--- config.mk ---
export PLATFORM = sky130hd
export DESIGN_NAME = lsu_store_queue
export DESIGN_NICKNAME = d
export VERILOG_FILES = /design/src/rtl/lsu_store_queue.sv
export SDC_FILE = /design/constraint.sdc
export NUM_CORES = 1
export LEC_CHECK = 0
export CAP_MARGIN = 20
export CORE_ASPECT_RATIO = 0.9
export CORE_MARGIN = 5
export CORE_UTILIZATION = 30
export CTS_CLUSTER_SIZE = 10
export DETAILED_ROUTE_END_ITERATION = 12
export PLACE_DENSITY = 0.49
export SLEW_MARGIN = 20
export SYNTH_ARGS = -nofsm -noshare
export SYNTH_HDL_FRONTEND = slang
export SYNTH_SLANG_ARGS = --single-unit
--- constraint.sdc ---
create_clock -name clk -period 21.2 [get_ports clk]
set_input_delay 6.36 -clock clk [delete_from_list [all_inputs] [get_ports clk]]
set_output_delay 6.36 -clock clk [all_outputs]
set_load 0.02 [all_outputs]
--- src/rtl/lsu_store_queue.sv ---
// Store queue between execute and data memory: buffers aligned stores, drains them
// oldest-first, and forwards store bytes to younger loads that hit the same word.
module lsu_store_queue #(
    parameter int DEPTH  = 4,
    parameter int ADDR_W = 32
) (
    input  logic                     clk,
    input  logic                     rst,
    input  logic                     enq_valid,
    input  logic [ADDR_W-1:0]        enq_addr,
    input  logic [31:0]              enq_data,
    input  logic [1:0]               enq_size,
    input  logic                     branch_squash,
    output logic                     enq_ready,
    output logic                     misalign_err,
    output logic                     mem_wr_valid,
    output logic [ADDR_W-1:0]        mem_wr_addr,
    output logic [31:0]              mem_wr_data,
    output logic [3:0]               mem_wr_be,
    input  logic                     mem_wr_ready,
    input  logic                     ld_check,
    input  logic [ADDR_W-1:0]        ld_addr,
    input  logic [1:0]               ld_size,
    output logic                     ld_hit,
    output logic [31:0]              ld_data,
    output logic                     ld_conflict,
    output logic [$clog2(DEPTH):0]   count,
    output logic                     full,
    output logic                     empty
);
    localparam int PTR_W = $clog2(DEPTH);
    localparam int CNT_W = PTR_W + 1;
    localparam logic [CNT_W-1:0] FULL_CNT = CNT_W'(DEPTH);

    logic [ADDR_W-3:0] ent_addr [DEPTH];
    logic [3:0]        ent_be   [DEPTH];
    logic [31:0]       ent_data [DEPTH];

    logic [PTR_W-1:0] head, tail;
    logic             misaligned, enq_fire, deq_fire;

    function automatic logic [3:0] byte_mask(input logic [1:0] size, input logic [1:0] a);
        case (size)
            2'b00:   byte_mask = 4'b0001 << a;
            2'b01:   byte_mask = 4'b0011 << {a[1], 1'b0};
            default: byte_mask = 4'b1111;
        endcase
    endfunction

    // Handshakes: a beat transfers on the rising edge where valid && ready are both high;
    // valid never waits on ready, and the presented payload holds until the transfer.
    assign full       = (count == FULL_CNT);
    assign empty      = (count == '0);
    assign enq_ready  = !full;
    assign misaligned = (enq_size == 2'b01) ? enq_addr[0] :
                        (enq_size[1]        ? (enq_addr[1:0] != 2'b00) : 1'b0);
    assign enq_fire   = enq_valid && enq_ready && !branch_squash && !misaligned;

    assign mem_wr_valid = !empty;
    assign deq_fire     = mem_wr_valid && mem_wr_ready;
    assign mem_wr_addr  = empty ? '0 : {ent_addr[head], 2'b00};
    assign mem_wr_data  = empty ? '0 : ent_data[head];
    assign mem_wr_be    = empty ? '0 : ent_be[head];

    always_ff @(posedge clk or negedge rst) begin
        if (!rst) begin
            head         <= '0;
            tail         <= '0;
            count        <= '0;
            misalign_err <= 1'b0;
        end else begin
            misalign_err <= enq_valid && enq_ready && !branch_squash && misaligned;
            if (enq_fire) tail <= tail + 1'b1;
            if (deq_fire) head <= head + 1'b1;
            case ({enq_fire, deq_fire})
                2'b10:   count <= count + 1'b1;
                2'b01:   count <= count - 1'b1;
                default: count <= count;
            endcase
        end
    end

    // Payload is deliberately left unreset; the mem_wr_* gating above hides stale entries.
    always_ff @(posedge clk) begin
        if (enq_fire) begin
            ent_addr[tail] <= enq_addr[ADDR_W-1:2];
            ent_be[tail]   <= byte_mask(enq_size, enq_addr[1:0]);
            ent_data[tail] <= enq_data << {enq_addr[1:0], 3'b000};
        end
    end

    logic [3:0]       ld_mask, m_be;
    logic [31:0]      m_data;
    logic [PTR_W-1:0] idx;
    logic             any_lane, covered;

    // Walk oldest to newest so that, per byte lane, the youngest writer wins.
    always_comb begin
        ld_mask = byte_mask(ld_size, ld_addr[1:0]);
        m_be    = '0;
        m_data  = '0;
        idx     = '0;
        for (int i = 0; i < DEPTH; i++) begin
            idx = head + PTR_W'(i);
            if ((CNT_W'(i) < count) && (ent_addr[idx] == ld_addr[ADDR_W-1:2])) begin
                for (int b = 0; b < 4; b++) begin
                    if (ent_be[idx][b]) begin
                        m_be[b]         = 1'b1;
                        m_data[b*8 +: 8] = ent_data[idx][b*8 +: 8];
                    end
                end
            end
        end
        any_lane    = |(m_be & ld_mask);
        covered     = ((m_be & ld_mask) == ld_mask);
        ld_hit      = ld_check && any_lane && covered;
        ld_conflict = ld_check && any_lane && !covered;
        ld_data     = ld_hit ? m_data : 32'h0;
    end
endmodule

==> results of run 1 <==
## registers in the layout (all words and copies together), names as in the netlist
name,flops
misalign_err,1
ent_be,16
tail,2
ent_data,128
head,2
ent_addr,120
count,3
## cell families (layout without fill, tap and decap cells)
family | count (synthesis) | after routing | synth area share
compound gates | 505 | 505 | 0.174
simple gates | 486 | 486 | 0.128
mux | 337 | 337 | 0.199
flops | 272 | 272 | 0.400
buf+inv | 201 | 329 | 0.0494
xor+xnor | 100 | 100 | 0.0431
fa+ha+maj | 9 | 9 | 0.00555
other cells | 1 | 10 | 0.000185
## metal layers
| metal | global-route usage | vias up |
|---|---|---|
| met2 | 0.327 | 612 |
| met5 | 0 | - |
| met4 | 0.0575 | 6 |
| met1 | 0.289 | 8378 |
| li1 | - | 7565 |
| met3 | 0.0300 | 111 |
## Yosys cell counts, types with 5 or more instances
library cell,number,area share
a31o_2,33,0.014
nand3_1,42,0.010
mux2_2,127,0.070
a2111oi_0,5,0.0022
or4_1,7,0.0026
o31ai_1,19,0.0070
nor4_2,25,0.015
buf_4,12,0.0044
mux2i_2,7,0.0047
a22oi_1,32,0.012
and3_1,18,0.0055
nand2_1,161,0.030
o32ai_1,5,0.0022
nor2_1,85,0.016
clkbuf_1,97,0.018
mux2i_1,162,0.080
nor2b_1,16,0.0049
nand4_1,10,0.0031
o21ai_0,88,0.022
a2bb2oi_1,5,0.0022
o2111ai_1,9,0.0039
a211oi_1,36,0.013
a222oi_1,5,0.0025
a21oi_1,133,0.033
nand2b_1,14,0.0043
and2_1,47,0.014
mux4_2,33,0.037
nor4_1,17,0.0052
ha_1,9,0.0055
o211a_1,18,0.0089
or3_1,5,0.0015
o31a_1,15,0.0065
mux2i_4,5,0.0055
nor3_1,17,0.0042
buf_6,18,0.010
a21o_1,21,0.0078
edfxtp_1,264,0.39
buf_1,15,0.0028
dfrtp_1,8,0.0099
o22ai_1,12,0.0037
xnor2_1,90,0.039
xor2_1,10,0.0043
buf_2,28,0.0069
inv_1,26,0.0048
## report_power, final
part | internal, uW | total, uW | switching [uW] | leakage [uW]
clock | 329 | 565 | 235 | 0.000524
combinational | 747 | 1810 | 1070 | 0.00502
sequential | 633 | 699 | 66.1 | 0.00249
total | 1710 | 3080 | 1370 | 0.00803
## worst reg2reg max path, stage by stage, from the launching register on
cell	delay, ns
dfrtp_4	0.72
buf_4	0.72
buf_4	0.81
buf_4	0.89
nand2_1	0.29
xnor2_1	0.17
## stage by stage
step	power, uW	utilization	cell area (um2)
global route	3230	0.357	24000
CTS	3090	0.357	24000
floorplan	1890	-	20300
global placement	2500	0.341	22900
finish	3080	0.358	24000
detailed placement	2510	0.341	22900
## worst max path at each step
stage	from	end	slack [ns]
detailed placement	ld_addr[2]	ld_data[6]	3.08
global placement	ld_addr[14]	ld_data[4]	3.13
CTS	ld_addr[2]	ld_data[6]	3.06
floorplan	ld_addr[10]	ld_data[2]	5.11
finish	ld_addr[25]	ld_data[6]	2.68
global route	ld_addr[14]	ld_data[6]	2.54
## final cells by class
class                   instances  area, um2  share of cell area
repair buffers                241       2340              0.0974
clock inverters                10       58.8             0.00245
inverters                      28        108             0.00448
flip-flops and latches        272       8140               0.339
diodes                          8       20.0            0.000834
well taps                     874       1090              0.0456
multi-input cells            1439      11200               0.469
clock buffers                  50       1000              0.0419
==> results by group, run 1 <==
Status
  – Status: complete, but fails checks
  – Failing checks: antenna violations

Logic synthesis
  – Syn. warnings: 0
  – Share of flip-flops with an asynchronous set or reset: 0.0294
  – Register bit total from synthesis: 272
  – Post-synth EDFFs: 264
  – Top FF cell, synth: edfxtp_1
  – Post-synthesis instance total: 1911
  – Mapped Area: 0.0203 mm2
  – Sequential share of the synthesized area: 0.400
  – Avg Cell Area, Syn: 10.6 um2
  – Netlist cell types: 97

Timing
  – Maximum clock rate: 54.0 MHz
  – Unrepaired setup endpoints after global routing: no
  – Final setup skew: 0.0207 ns
  – Final setup margin: 2.68 ns
  – Finish-stage setup viols: 0
  – Worst slew pin tran: 1.11 ns
  – Hold WS: 0.643 ns
  – Final TNS setup: 0 ns
  – Final Hold Viols: 0
  – Slew HR: 0.255
  – Pins over their slew limit: 0
  – Post-route minimum period: 18.52 ns
  – Fin crit share: 0.874

CTS
  – Hold_buf cts: 0
  – CTS resizes: 0
  – # Post-CTS Setup Buffers: 0
  – H-tree levels: 2
  – Max Root-Sink Buffers: 3
  – Total CTS buffers: 36
  – Clock root buffer: clkbuf_16
  – TritonCTS Sinks: 272
  – Worst-path clk slew: 0.05 ns
  – TritonCTS clock tree: done
  – Clk_lat worst skew: 0.55 ns

Worst hold path
  – Worst hold path class: flop to flop
  – WHS Endpoint: tail[0]
  – Hold_sp: tail[0]
  – Hold Path Stages: 2

Setup path
  – R2R cell count: 5
  – Number of cells on the critical path: 12
  – Req. time, crit path: 14.84 ns
  – Startpoint types: primary input
  – CP endpoint kind: output port
  – Setup slack, reg-to-reg: 17.46 ns
  – Slowest-stage cell, CP: nor4b_4
  – Most frequent CP cell: clkdlybuf4s50_1
  – Worst path cell trace: clkdlybuf4s50_1, nor2_1, a2111oi_0, a31oi_1, nor4b_4, and2_1, a2111o_1, a21boi_0, a211o_1, buf_4, nor4_1, clkdlybuf4s50_1
  – Crit path kind: primary input to output port
  – CP max FO: 34
  – Buffer and inverter count on the worst path: 3
  – Slowest stage delay, CP: 0.99 ns
  – Worst R2R Start: head[0]
  – Arrival time worst endpoint: 12.16 ns
  – Family with the most delay on the worst path: simple AND/OR/NAND/NOR gates
  – R2R Path End: head[1]

Place
  – Placed cell count: 2853
  – Gpl congestion: 0.939
  – Port Buffer Count: 213
  – Setup WS pre-CTS: 3.08 ns
  – Hpwl dp: 55.7 mm

Detailed routing
  – Wire length on met2: 35.3 mm
  – Iteration-0 DRC Markers: 1383
  – Drt pass-1 iters: 6
  – WL/cell: 26.4 um
  – Vias per inst: 5.71
  – Met1 wire length: 35.1 mm
  – Number of remaining DRC errors: 0
  – WL final: 77.3 mm
  – DR vias: 16672
  – Max layer used: met5
  – Post-route ant nets: 1
  – Metal3 WL: 4.70 mm

Global route
  – Total Routing Usage GR: 0.205
  – Vias in the first global route: 16292
  – Initial antenna violation count: 4
  – First-pass GRT wire length: 114 mm
  – Largest net degree at the start of global routing: 102
  – GR Overflow Total: 0

Cells and area
  – Final #Nets: 2133
  – Most frequent cells in the layout: edfxtp_1, clkdlybuf4s50_1, mux2i_1
  – Synthesis-to-finish area growth: 18.2%
  – Fill cell count: 6729
  – Most common cell after layout, fill and taps aside: edfxtp_1
  – Final non-filler cell total: 2922
  – Layout cell share with drive strength beyond 1: 0.172

Run
  – Maxcap violations: 0

Die
  – Die X: 284 um
  – Core Area: 0.0671 mm2
  – Initial core utilization: 0.303
  – Row Count: 90
  – Full die area: 0.0730 mm2
  – Die Y: 257 um
  – Total I/O pin count: 216

Pwr
  – PD cells: 128 mW/mm2
  – Leakage: 0.00803 uW
  – Peak supply drop: 57.9 uV
Note: power is estimated with default switching activity, not from simulation.
==> inputs of run 2 (changes only) <==
--- a/config.mk
+++ b/config.mk
@@ -11,6 +11,7 @@
 export CORE_UTILIZATION = 30
 export CTS_CLUSTER_SIZE = 10
 export DETAILED_ROUTE_END_ITERATION = 12
+export GPL_ROUTABILITY_DRIVEN = 0
 export PLACE_DENSITY = 0.49
 export SLEW_MARGIN = 20
 export SYNTH_ARGS = -nofsm -noshare
==> run 2 against run 1 <==
  * The run now ends clean
  * Clock power shrank 2%
  * Combinational power hardly changed
  * Die area is the same
  * Maximum frequency is 2.1% higher
  * Clock skew about the same
  * Largest cell class unchanged
  * Largest power group unchanged
==> results by group, run 2 (synthesized netlist as in run 1, its figures left out) <==
Setup path
  – Family with the most delay on the worst path: simple AND/OR/NAND/NOR gates
  – Req. time, crit path: 14.84 ns
  – Worst path cell trace: clkdlybuf4s50_1, nor2_1, a2111oi_0, a31oi_1, nor4b_4, and2_1, a2111o_1, a21boi_0, a211o_1, buf_4, nor4_1, clkdlybuf4s50_1
  – Buffer and inverter count on the worst path: 3
  – Arrival time worst endpoint: 11.78 ns
  – Most frequent CP cell: clkdlybuf4s50_1
  – Number of cells on the critical path: 12
  – R2R Path End: ent_data[0][9]
  – Worst R2R Start: count[1]
  – Startpoint types: primary input
  – Crit path kind: primary input to output port
  – R2R cell count: 7
  – Setup slack, reg-to-reg: 17.72 ns
  – CP max FO: 34
  – CP endpoint kind: output port
  – Slowest-stage cell, CP: nor4b_4
  – Slowest stage delay, CP: 0.94 ns

Detailed routing
  – WL final: 76.0 mm
  – Number of remaining DRC errors: 0
  – Vias per inst: 5.70
  – Iteration-0 DRC Markers: 1650
  – WL/cell: 26.1 um
  – DR vias: 16615
  – Post-route ant nets: 0
  – Drt pass-1 iters: 6

Timing
  – Maximum clock rate: 55.1 MHz
  – Final Hold Viols: 0
  – Final setup skew: 0.0203 ns
  – Post-route minimum period: 18.14 ns
  – Final TNS setup: 0 ns
  – Hold WS: 0.639 ns
  – Unrepaired setup endpoints after global routing: no
  – Pins over their slew limit: 0
  – Finish-stage setup viols: 0
  – Worst slew pin tran: 1.33 ns
  – Fin crit share: 0.856
  – Slew HR: 0.100

CTS
  – # Post-CTS Setup Buffers: 0
  – Worst-path clk slew: 0.05 ns
  – Clock root buffer: clkbuf_16
  – CTS resizes: 0
  – Total CTS buffers: 36
  – TritonCTS clock tree: done
  – Hold_buf cts: 0
  – TritonCTS Sinks: 272
  – H-tree levels: 2
  – Clk_lat worst skew: 0.55 ns
  – Max Root-Sink Buffers: 3

Die
  – Row Count: 90
  – Total I/O pin count: 216
  – Die Y: 257 um
  – Die X: 284 um
  – Core Area: 0.0671 mm2
  – Initial core utilization: 0.303
  – Full die area: 0.0730 mm2

Worst hold path
  – WHS Endpoint: tail[0]
  – Hold_sp: tail[0]
  – Worst hold path class: flop to flop
  – Hold Path Stages: 2

Cells and area
  – Area occupied by multi-input gates: 0.0112 mm2
  – Biggest regs: ent_data x128, ent_addr x120, ent_be x16
  – Final #Nets: 2133
  – Most common cell after layout, fill and taps aside: edfxtp_1
  – Layout cell share with drive strength beyond 1: 0.170
  – Final core occ: 0.357
  – Most frequent cells in the layout: edfxtp_1, clkdlybuf4s50_1, mux2i_1, nand2_1, a21oi_1
  – Synthesis-to-finish area growth: 18.1%
  – Final Cell Area: 0.0240 mm2
  – Fill cell count: 6614
  – Largest register FFs: 128
  – Most flops, register: ent_data
  – Register area: 0.00814 mm2

Global route
  – GR Overflow Total: 0
  – Total Routing Usage GR: 0.199
  – First-pass GRT wire length: 111 mm
  – Largest net degree at the start of global routing: 148
  – Vias in the first global route: 16112
  – Initial antenna violation count: 4

Run
  – Maxcap violations: 0

Pwr
  – Leakage: 0.00803 uW
  – PD cells: 127 mW/mm2
  – Final Power: 3050 uW
  – Sw frac: 0.443
  – Internal power: 1700 uW
  – Clock power frac: 0.181
  – Flop pwr share: 0.225
  – Peak supply drop: 65.7 uV
  – Comb pwr share: 0.594
  – Switch Pwr: 1350 uW

Status
  – Status: finished, final reports clean

Place
  – Port Buffer Count: 213
  – Hpwl dp: 54.0 mm
  – Post-placement cell area: 0.0229 mm2
run 2: power groups by stage:
stage	Sequential [uW]	Clock, uW	Combinational (uW)
finish	688	552	1820
global route	693	588	1920
CTS	687	567	1810
detailed placement	698	0	1800
global placement	696	0	1790
floorplan	664	0	1230
run 2: per-stage QoR:
step / std cells / worst slack [ns]
3_3_place_gp: 2852 / 3.30
3_5_place_dp: 2853 / 3.20
5_1_grt: 2913 / 2.82
4_1_cts: 2912 / 3.20
6_report: 2914 / 3.06
2_1_floorplan: 1912 / 5.11
run 2: worst reg2reg max path: stages, from the launching register on:
cell and delay (ns):
dfrtp_1 0.58, inv_1 0.17, ha_1 0.28, nand2_1 0.14
nand3b_1 0.12, nor2_1 0.44, and2_4 0.61, buf_4 0.73
run 2: per-layer routing:
| layer | routed length (um) | vias to the layer above | track usage | part of all wire |
|---|---|---|---|---|
| met5 | 53 | - | 0 | 0.00070 |
| met4 | 2470 | 8 | 0.0623 | 0.032 |
| met3 | 5330 | 128 | 0.0377 | 0.070 |
| met2 | 34300 | 683 | 0.315 | 0.45 |
| met1 | 33900 | 8249 | 0.275 | 0.45 |
| li1 | - | 7547 | - | - |
run 2: worst max path at each step:
stage,start,end,slack [ns]
finish,ld_addr[25],ld_data[5],3.06
global route,ld_addr[25],ld_data[5],2.82
CTS,ld_addr[2],ld_data[5],3.20
detailed placement,ld_addr[2],ld_data[5],3.20
global placement,ld_addr[23],ld_data[4],3.30
floorplan,ld_addr[10],ld_data[2],5.11
run 2: layout make-up:
type / instances / share of cell area
Tap cell: 874 / 0.0456
Timing Repair Buffer: 241 / 0.0980
Clock inverter: 12 / 0.00277
Clock buffer: 47 / 0.0406
Multi-Input combinational cell: 1439 / 0.469
Antenna cell: 1 / 0.000104
Inverter: 28 / 0.00449
Sequential cell: 272 / 0.339
==> inputs of run 3 (changes only) <==
--- a/config.mk
+++ b/config.mk
@@ -8,11 +8,11 @@
 export CAP_MARGIN = 20
 export CORE_ASPECT_RATIO = 0.9
 export CORE_MARGIN = 5
-export CORE_UTILIZATION = 30
+export CORE_UTILIZATION = 45
 export CTS_CLUSTER_SIZE = 10
 export DETAILED_ROUTE_END_ITERATION = 12
 export GPL_ROUTABILITY_DRIVEN = 0
-export PLACE_DENSITY = 0.49
+export PLACE_DENSITY = 0.67
 export SLEW_MARGIN = 20
 export SYNTH_ARGS = -nofsm -noshare
 export SYNTH_HDL_FRONTEND = slang
==> run 3 against run 2 <==
  * Wire length fell by 9.3%
  * Worst hold slack got worse by 0.010 ns
  * Global-route usage rose by 6.7 points
  * Via count rose by 3.1%
  * Critical path type unchanged
  * Maximum frequency fell by 0.63%
  * First-iteration DRC count rose by 43%
  * Highest routed layer unchanged
  * Clock-buffer cell count rose by 7
  * Sequential cell count did not move
==> results by group, run 3 (synthesized netlist as in run 1, its figures left out) <==
Status
  – Status: finished, final reports clean

Detailed routing
  – WL final: 68.9 mm
  – Iteration-0 DRC Markers: 2355
  – DR vias: 17124
  – Post-route ant nets: 0
  – WL/cell: 26.1 um
  – Drt pass-1 iters: 7
  – Number of remaining DRC errors: 0
  – Vias per inst: 6.48

Worst hold path
  – Worst hold path class: flop to flop
  – Hold_sp: tail[0]
  – WHS Endpoint: tail[0]
  – Hold Path Stages: 2

Cells and area
  – Fill cell count: 3876
  – Most flops, register: ent_data
  – Most common cell after layout, fill and taps aside: edfxtp_1
  – Biggest regs: ent_data x128, ent_addr x120, ent_be x16
  – Final core occ: 0.532
  – Most frequent cells in the layout: edfxtp_1, clkdlybuf4s50_1, mux2i_1, nand2_1, a21oi_1
  – Largest register FFs: 128
  – Synthesis-to-finish area growth: 16.3%
  – Layout cell share with drive strength beyond 1: 0.166
  – Final #Nets: 2130

Run
  – Maxcap violations: 0

Timing
  – Final setup margin: 2.94 ns
  – Slew HR: 0.261
  – Maximum clock rate: 54.8 MHz
  – Finish-stage setup viols: 0
  – Unrepaired setup endpoints after global routing: no
  – Worst slew pin tran: 1.11 ns
  – Final TNS setup: 0 ns
  – Final Hold Viols: 0
  – Pins over their slew limit: 0
  – Fin crit share: 0.861
  – Post-route minimum period: 18.26 ns
  – Final setup skew: 0.0174 ns

Setup path
  – Slowest-stage cell, CP: and4_1
  – R2R cell count: 7
  – Most frequent CP cell: clkdlybuf4s50_1
  – CP max FO: 26
  – Arrival time worst endpoint: 11.90 ns
  – R2R Path End: ent_addr[1][3]
  – Worst R2R Start: count[1]
  – Slowest stage delay, CP: 0.90 ns
  – Startpoint types: primary input
  – CP endpoint kind: output port
  – Worst path cell trace: clkdlybuf4s50_1, xnor2_1, or4_1, o2bb2a_1, and4_1, and3_1, a211o_1, o22ai_1, o211a_1, buf_4, nor4_1, clkdlybuf4s50_1
  – Buffer and inverter count on the worst path: 3
  – Setup slack, reg-to-reg: 17.90 ns
  – Crit path kind: primary input to output port
  – Req. time, crit path: 14.84 ns
  – Family with the most delay on the worst path: simple AND/OR/NAND/NOR gates

Place
  – Setup WS pre-CTS: 3.14 ns
  – Port Buffer Count: 213
  – Hpwl dp: 47.3 mm

Global route
  – First-pass GRT wire length: 102 mm
  – Total Routing Usage GR: 0.266
  – Largest net degree at the start of global routing: 103
  – GR Overflow Total: 0
  – Initial antenna violation count: 4
  – Vias in the first global route: 16284

Pwr
  – Peak supply drop: 89.2 uV
  – Leakage: 0.00801 uW
  – PD cells: 128 mW/mm2

CTS
  – H-tree levels: 2
  – Max Root-Sink Buffers: 3
  – Total CTS buffers: 35
  – Hold_buf cts: 0
  – Worst-path clk slew: 0.05 ns
  – TritonCTS Sinks: 272
  – Clock root buffer: clkbuf_16
  – Clk_lat worst skew: 0.53 ns
  – # Post-CTS Setup Buffers: 0
  – TritonCTS clock tree: done
  – CTS resizes: 0

Die
  – Initial core utilization: 0.457
  – Core Area: 0.0444 mm2
  – Total I/O pin count: 216
  – Die X: 234 um
  – Die Y: 212 um
  – Full die area: 0.0495 mm2
  – Row Count: 73
## run 3: cell count changes in the layout (fill, tap and decap cells not counted), moves of 2 or more
cell	previous run	this run
clkbuf_1	9	16
clkinv_2	6	2
diode_2	1	4
a211oi_1	32	34
## run 3: where the power goes
group | total (uW) | switching [uW] | internal (uW)
sequential | 706 | 72.8 | 633
combinational | 1760 | 1010 | 747
clock | 560 | 227 | 333
## run 3: final cells by class
| class | instances | area [um2] | share of cell area |
|---|---|---|---|
| tap | 600 | 751 | 0.0318 |
| sequential | 272 | 8140 | 0.345 |
| inverter | 28 | 106 | 0.00450 |
| antenna | 4 | 10.0 | 0.000424 |
| multi-input combinational | 1439 | 11200 | 0.475 |
| clock buffer | 54 | 988 | 0.0419 |
| clock inverter | 7 | 75.1 | 0.00318 |
| timing repair buffer | 239 | 2320 | 0.0983 |
## run 3: worst max path at each step
stage / startpoint / endpoint / depth (start not counted)
global placement: ld_addr[19] / ld_data[5] / 12
detailed placement: ld_addr[2] / ld_data[1] / 12
floorplan: ld_addr[10] / ld_data[2] / 13
global route: ld_addr[14] / ld_data[4] / 13
finish: ld_addr[19] / ld_data[5] / 12
CTS: ld_addr[2] / ld_data[30] / 12
## run 3: worst reg2reg max path: cells and delay by family (launching register included)
| kind | cells | cell delay (ns) |
|---|---|---|
| buffers and inverters | 2 | 1.03 |
| flip-flops | 1 | 0.58 |
| AND/OR/NAND/NOR | 4 | 1.01 |
| adder cells (fa/ha/maj) | 1 | 0.26 |
## run 3: metal layers
metal / vias to the layer above / share of wire / wire length (um) / global-route usage
met3: 176 / 0.11 / 7710 / 0.0637
met1: 8387 / 0.42 / 29100 / 0.392
li1: 7543 / - / - / -
met4: 4 / 0.031 / 2120 / 0.0731
met5: - / 0.00028 / 19 / 0
met2: 1014 / 0.43 / 29900 / 0.394
## run 3: stage by stage
step,total power (uW),cells,hold slack [ns],area [um2]
3_3_place_gp,2420,2578,0.606,22500
6_report,3030,2643,0.629,23600
3_5_place_dp,2430,2578,0.625,22500
5_1_grt,3150,2641,0.687,23600
2_1_floorplan,1890,1912,0.580,20300
4_1_cts,3000,2639,0.633,23600
